$ cat src/rtl/cmsdk_ahb_cmd_master.sv
// Command-driven AHB-Lite initiator: one NONSEQ transfer per valid/ready command,
// with read data, status and wait-state count returned on a valid/ready response port.
module cmsdk_ahb_cmd_master #(
  parameter int unsigned WAITW = 8
) (
  input  logic             HCLK,
  input  logic             HRESETn,
  input  logic             cmd_valid,
  output logic             cmd_ready,
  input  logic             cmd_write,
  input  logic [31:0]      cmd_addr,
  input  logic [1:0]       cmd_size,
  input  logic [31:0]      cmd_wdata,
  output logic             rsp_valid,
  input  logic             rsp_ready,
  output logic [31:0]      rsp_rdata,
  output logic [1:0]       rsp_err,
  output logic [WAITW-1:0] rsp_waits,
  output logic [31:0]      HADDR,
  output logic [1:0]       HTRANS,
  output logic [2:0]       HSIZE,
  output logic             HWRITE,
  output logic [31:0]      HWDATA,
  output logic [3:0]       HPROT,
  input  logic             HREADY,
  input  logic [31:0]      HRDATA,
  input  logic             HRESP
);

  typedef enum logic [1:0] {
    S_IDLE,
    S_ADDR,
    S_DATA,
    S_RESP
  } state_t;

  state_t           r_state;
  state_t           w_next;

  logic [31:0]      r_haddr;
  logic [1:0]       r_hsize;
  logic             r_hwrite;
  logic [31:0]      r_wdata;
  logic [31:0]      r_hwdata;
  logic [31:0]      r_rdata;
  logic [1:0]       r_err;
  logic [WAITW-1:0] r_waits;

  logic             w_accept;
  logic             w_illegal;
  logic             w_addr_done;
  logic             w_data_done;
  logic             w_rsp_done;

  assign w_accept    = (r_state == S_IDLE) && cmd_valid;
  assign w_addr_done = (r_state == S_ADDR) && HREADY;
  assign w_data_done = (r_state == S_DATA) && HREADY;
  assign w_rsp_done  = (r_state == S_RESP) && rsp_ready;

  // Illegal sizes and misaligned accesses are answered locally, never reaching the bus.
  assign w_illegal = (cmd_size == 2'b11) ||
                     ((cmd_size == 2'b01) && cmd_addr[0]) ||
                     ((cmd_size == 2'b10) && (cmd_addr[1:0] != 2'b00));

  always_ff @(posedge HCLK or negedge HRESETn) begin
    if (!HRESETn) begin
      r_state <= S_IDLE;
    end else begin
      r_state <= w_next;
    end
  end

  always_comb begin
    w_next = r_state;
    case (r_state)
      S_IDLE: begin
        if (w_accept) begin
          w_next = w_illegal ? S_RESP : S_ADDR;
        end
      end
      S_ADDR: begin
        if (w_addr_done) begin
          w_next = S_DATA;
        end
      end
      S_DATA: begin
        if (w_data_done) begin
          w_next = S_RESP;
        end
      end
      S_RESP: begin
        if (w_rsp_done) begin
          w_next = S_IDLE;
        end
      end
      default: w_next = S_IDLE;
    endcase
  end

  always_ff @(posedge HCLK or negedge HRESETn) begin
    if (!HRESETn) begin
      r_haddr  <= '0;
      r_hsize  <= '0;
      r_hwrite <= 1'b0;
      r_wdata  <= '0;
      r_hwdata <= '0;
      r_rdata  <= '0;
      r_err    <= '0;
      r_waits  <= '0;
    end else begin
      if (w_accept) begin
        r_wdata <= cmd_wdata;
        r_rdata <= '0;
        r_waits <= '0;
        if (w_illegal) begin
          r_err <= 2'b10;
        end else begin
          r_err    <= 2'b00;
          r_haddr  <= cmd_addr;
          r_hsize  <= cmd_size;
          r_hwrite <= cmd_write;
        end
      end

      // Write data is presented for the data phase and then held until the next write.
      if (w_addr_done && r_hwrite) begin
        r_hwdata <= r_wdata;
      end

      if (r_state == S_DATA) begin
        if (!HREADY) begin
          if (r_waits != '1) begin
            r_waits <= r_waits + 1'b1;
          end
        end else begin
          if (!r_hwrite) begin
            r_rdata <= HRDATA;
          end
          r_err <= HRESP ? 2'b01 : 2'b00;
        end
      end
    end
  end

  assign cmd_ready = (r_state == S_IDLE);
  assign rsp_valid = (r_state == S_RESP);
  assign rsp_rdata = r_rdata;
  assign rsp_err   = r_err;
  assign rsp_waits = r_waits;

  assign HTRANS = (r_state == S_ADDR) ? 2'b10 : 2'b00;
  assign HADDR  = r_haddr;
  assign HSIZE  = {1'b0, r_hsize};
  assign HWRITE = r_hwrite;
  assign HWDATA = r_hwdata;
  assign HPROT  = 4'b0011;

endmodule

$ cat config.mk
export PLATFORM = sky130hd
export DESIGN_NAME = cmsdk_ahb_cmd_master
export DESIGN_NICKNAME = d
export VERILOG_FILES = /design/src/rtl/cmsdk_ahb_cmd_master.sv
export SDC_FILE = /design/constraint.sdc
export NUM_CORES = 1
export LEC_CHECK = 0
export ABC_AREA = 1
export CORE_UTILIZATION = 40
export CTS_CLUSTER_DIAMETER = 30
export DETAILED_ROUTE_END_ITERATION = 10
export PLACE_DENSITY = 0.8
export RECOVER_POWER = 50
export SLEW_MARGIN = 40
export SYNTH_ARGS = -nofsm -noshare
export SYNTH_HDL_FRONTEND = slang
export SYNTH_SLANG_ARGS = --single-unit
export TNS_END_PERCENT = 1
$ cat constraint.sdc
create_clock -name HCLK -period 1.7 [get_ports HCLK]
set_clock_uncertainty 0.15 [all_clocks]
set_input_delay 0.34 -clock HCLK [delete_from_list [all_inputs] [get_ports HCLK]]
set_output_delay 0.34 -clock HCLK [all_outputs]
set_load 0.02 [all_outputs]
==> metrics.yaml <==
run_status:
  run_status: "finished with violations"
  failed_checks: "setup timing"
grt:
  grt_overflow: 0
  antenna_found_initial: 0
  grt_pass1_vias: 4841
  grt_usage: 0.2004
  grt_max_degree: 65
  grt_pass1_wl_microns: 23400
cts:
  ctsHtreeMaxLevel: 4
  root_buffer: "clkbuf_16"
  clk_latency_ns: 0.42
  cts.sinks: 143
  clk_pin_slew_ns: 0.06
  cts_buffers: 17
  cts_tree: "built"
  clockBufferDepth: 2
finish:
  layout.nets: 985
  area_delta_synth_final_pct: 52.08
  antennaDiodeCount: 0
  layout-drive-gt1-share: 0.09808
  fill_cells: 1204
  stdcell_count: 1067
  seq_area_sq_mm: 0.003578
  multiInputGateArea_sq_mm: 0.001828
setup_path:
  cp_top_family: "flip-flops"
  worst_path_most_repeated_cell: "buf_6"
  endpoint_kind: "output pin"
  path_class: "reg2out"
  max_stage_delay_ns: 0.42
  cp_slowest_cell: "dfrtp_1"
  crit_fanout: 3
  crit_required_ns: 1.21
  startpoint_type: "register"
  critical_path.cell_chain: "buf_6, ha_4, buf_6"
  path_buf_inv: 2
  cp.arrival_ns: 1.24
die:
  ios: 223
  rows: 43
  dieHeight_microns: 123.1
  fp.coreArea_sq_mm: 0.01410
  dieArea_sq_mm: 0.01516
  die_w_microns: 123.1
  start_util: 0.4164
timing:
  maxSlewHeadroom: 0.4508
  setup_viol: 3
  tightest_slew_ns: 0.8238
  post-route-min-period_ns: 1.734
  finalCritPeriodShare: 1.020
  rsz0062_at_grt: "true"
  fmax_mhz: 576.8
  finalHoldViolations: 0
  layout_setup_ws_ns: -0.03360
  drv_slew: 0
synthesis:
  syn-instance-count: 641
  yosys_warnings: 0
  seq_area_frac_synth: 0.6097
  synth.distinct_cells: 24
  synth.area.top_cells: "dfrtp_1 (61%), nand2_1 (10%), nand3_1 (6.8%)"
  ys_ff_latch: 143
  yosysTopAreaCellShare: 0.6097
  avgSynthCellArea_sq_um: 9.157
  synth_area_sq_mm: 0.005869
  synth_area_leader_cell: "dfrtp_1"
routing:
  via_per_inst: 4.691
  ant_nets: 0
  first_pass_iters: 4
  wl_per_cell_microns: 13.89
  drcViolationCount: 0
  dr.first_iter.drc_count: 230
  totalWireLength_microns: 14830
  vias: 5005
place:
  post-place-ws_ns: -0.1552
  dp_hpwl_microns: 10260
  gp_congestion: 0.7894
  port_buffers: 216
  placed_cells: 1033
power:
  p_sw_mw: 6.266
  ir_drop_mv: 0.9072
  p_clk_frac: 0.235
  leakage_nw: 4.601
  switching_share: 0.3853
  power_density_mw_per_mm2: 1822
  p_int_mw: 9.998
  comb_power_share: 0.411
  pwr-share-seq: 0.354
worst_hold_path:
  min_path_type: "reg2reg"
run:
  maxCapViolCount: 0
## per-stage QoR
step | setup TNS, ns | utilization | power, mW | area (sq um) | hold slack (ns)
after global routing | -0.8410 | 0.6332 | 17.37 | 8926 | 0.3052
after global placement | -7.966 | 0.5944 | 13.04 | 8378 | 0.1006
after floorplan | 0 | - | 9.532 | 5887 | -0.1056
after detailed placement | -9.483 | 0.5944 | 13.28 | 8378 | 0.1007
after CTS | -0.4753 | 0.6288 | 16.26 | 8864 | 0.2257
final | -0.09771 | 0.6332 | 16.26 | 8926 | 0.3105
## kinds of logic (layout without fill, tap and decap cells)
family / Yosys count / after routing / synth area share
flops: 143 / 143 / 0.6097
xor+xnor: 4 / 4 / 0.005970
buf+inv: 120 / 362 / 0.09188
fa+ha+maj: 6 / 6 / 0.01279
compound gates: 111 / 111 / 0.09529
simple gates: 255 / 255 / 0.1831
other cells: 2 / 6 / 0.001280
## cells in the mapped netlist
cell type and count:
nand2_1 159, dfrtp_1 143, inv_1 80, nand3_1 80, o21ai_0 72, o21ai_1 34, clkbuf_1 13, nor2_1 9
buf_2 8, buf_4 7, buf_6 7, ha_1 6, buf_1 4, nand2_2 4, a21oi_1 3, xor2_1 3
conb_1 2, inv_2 1, nand4_1 1, o21bai_1 1, o22ai_1 1, or2_1 1, or2_2 1, xnor2_1 1
## state kept, by name, summed over array words and instances, names as in the netlist
signal	cells
rsp_waits	8
HWRITE	1
rsp_rdata	32
rsp_err	2
r_state	2
HWDATA	32
r_wdata	32
r_hsize	2
HADDR	32
## area by class of cell
type | count | share of cell area
clock inverter | 14 | 0.02047
timing repair buffer | 249 | 0.2665
clock buffer | 18 | 0.04808
tap | 180 | 0.02523
sequential | 143 | 0.4009
inverter | 81 | 0.03406
multi-input combinational | 382 | 0.2048
## worst reg2reg max path, stage by stage, from the launching register on
cell and delay [ns]:
dfrtp_1 0.42, inv_2 0.11, ha_2 0.19, nand2_1 0.07
or2_4 0.27, buf_12 0.18, nand3_1 0.10, o21ai_1 0.08
## placed cells by master (no fill, tap or decap), types with 2 or more instances in the layout
master,n
buf_12,6
clkinvlp_4,3
buf_4,19
inv_2,3
o21ai_1,36
buf_8,2
nand2_2,5
o21ai_0,69
clkbuf_16,18
clkdlybuf4s15_1,4
ha_1,2
nand2_1,157
nor2_1,9
buf_6,5
xor2_1,3
dfrtp_1,143
clkdlybuf4s50_1,103
inv_1,78
a21oi_1,3
clkinv_4,4
inv_6,4
clkbuf_2,6
ha_4,3
dlygate4sd2_1,102
conb_1,6
bufinv_16,3
nand3_1,79
## timing repair
item / 4_1_cts / 5_1_grt
resized for setup: 124 / 31
hold buffers: 1 / 0
endpoints found under the hold margin: 49 / 0
setup endpoints to repair: 125 / 116
cloned: 0 / 1
pin swaps: 0 / 3
buffers inserted: 0 / 0
## worst paths after layout
path                       slack [ns]            to       start  cells after the start
min in group asynchronous        0.40  rsp_waits[2]     HRESETn                      2
hold reg to reg                  0.31     HADDR[14]   HADDR[14]                      2
setup / recovery                -0.03     HTRANS[1]  r_state[0]                      3
hold / removal                   0.31     HADDR[14]   HADDR[14]                      2
max in group asynchronous        0.18     HADDR[12]     HRESETn                      3
setup reg to reg                 0.03  rsp_rdata[6]  r_state[0]                      7
## per-layer routing
| layer | wire length, microns | global-route usage |
|---|---|---|
| met5 | 0 | 0 |
| met1 | 6148 | 0.2467 |
| met3 | 1163 | 0.07334 |
| met2 | 7252 | 0.3251 |
| met4 | 261 | 0.06702 |
## power groups by stage
| stage | clock (mW) | sequential (mW) | combinational, mW |
|---|---|---|---|
| finish | 3.82 | 5.76 | 6.68 |
| global route | 4.04 | 5.97 | 7.36 |
| CTS | 3.90 | 5.77 | 6.59 |
| detailed placement | 0 | 5.84 | 7.44 |
| global placement | 0 | 5.79 | 7.25 |
| floorplan | 0 | 7.27 | 2.26 |
No activity file was read; power rests on OpenSTA's default activity.
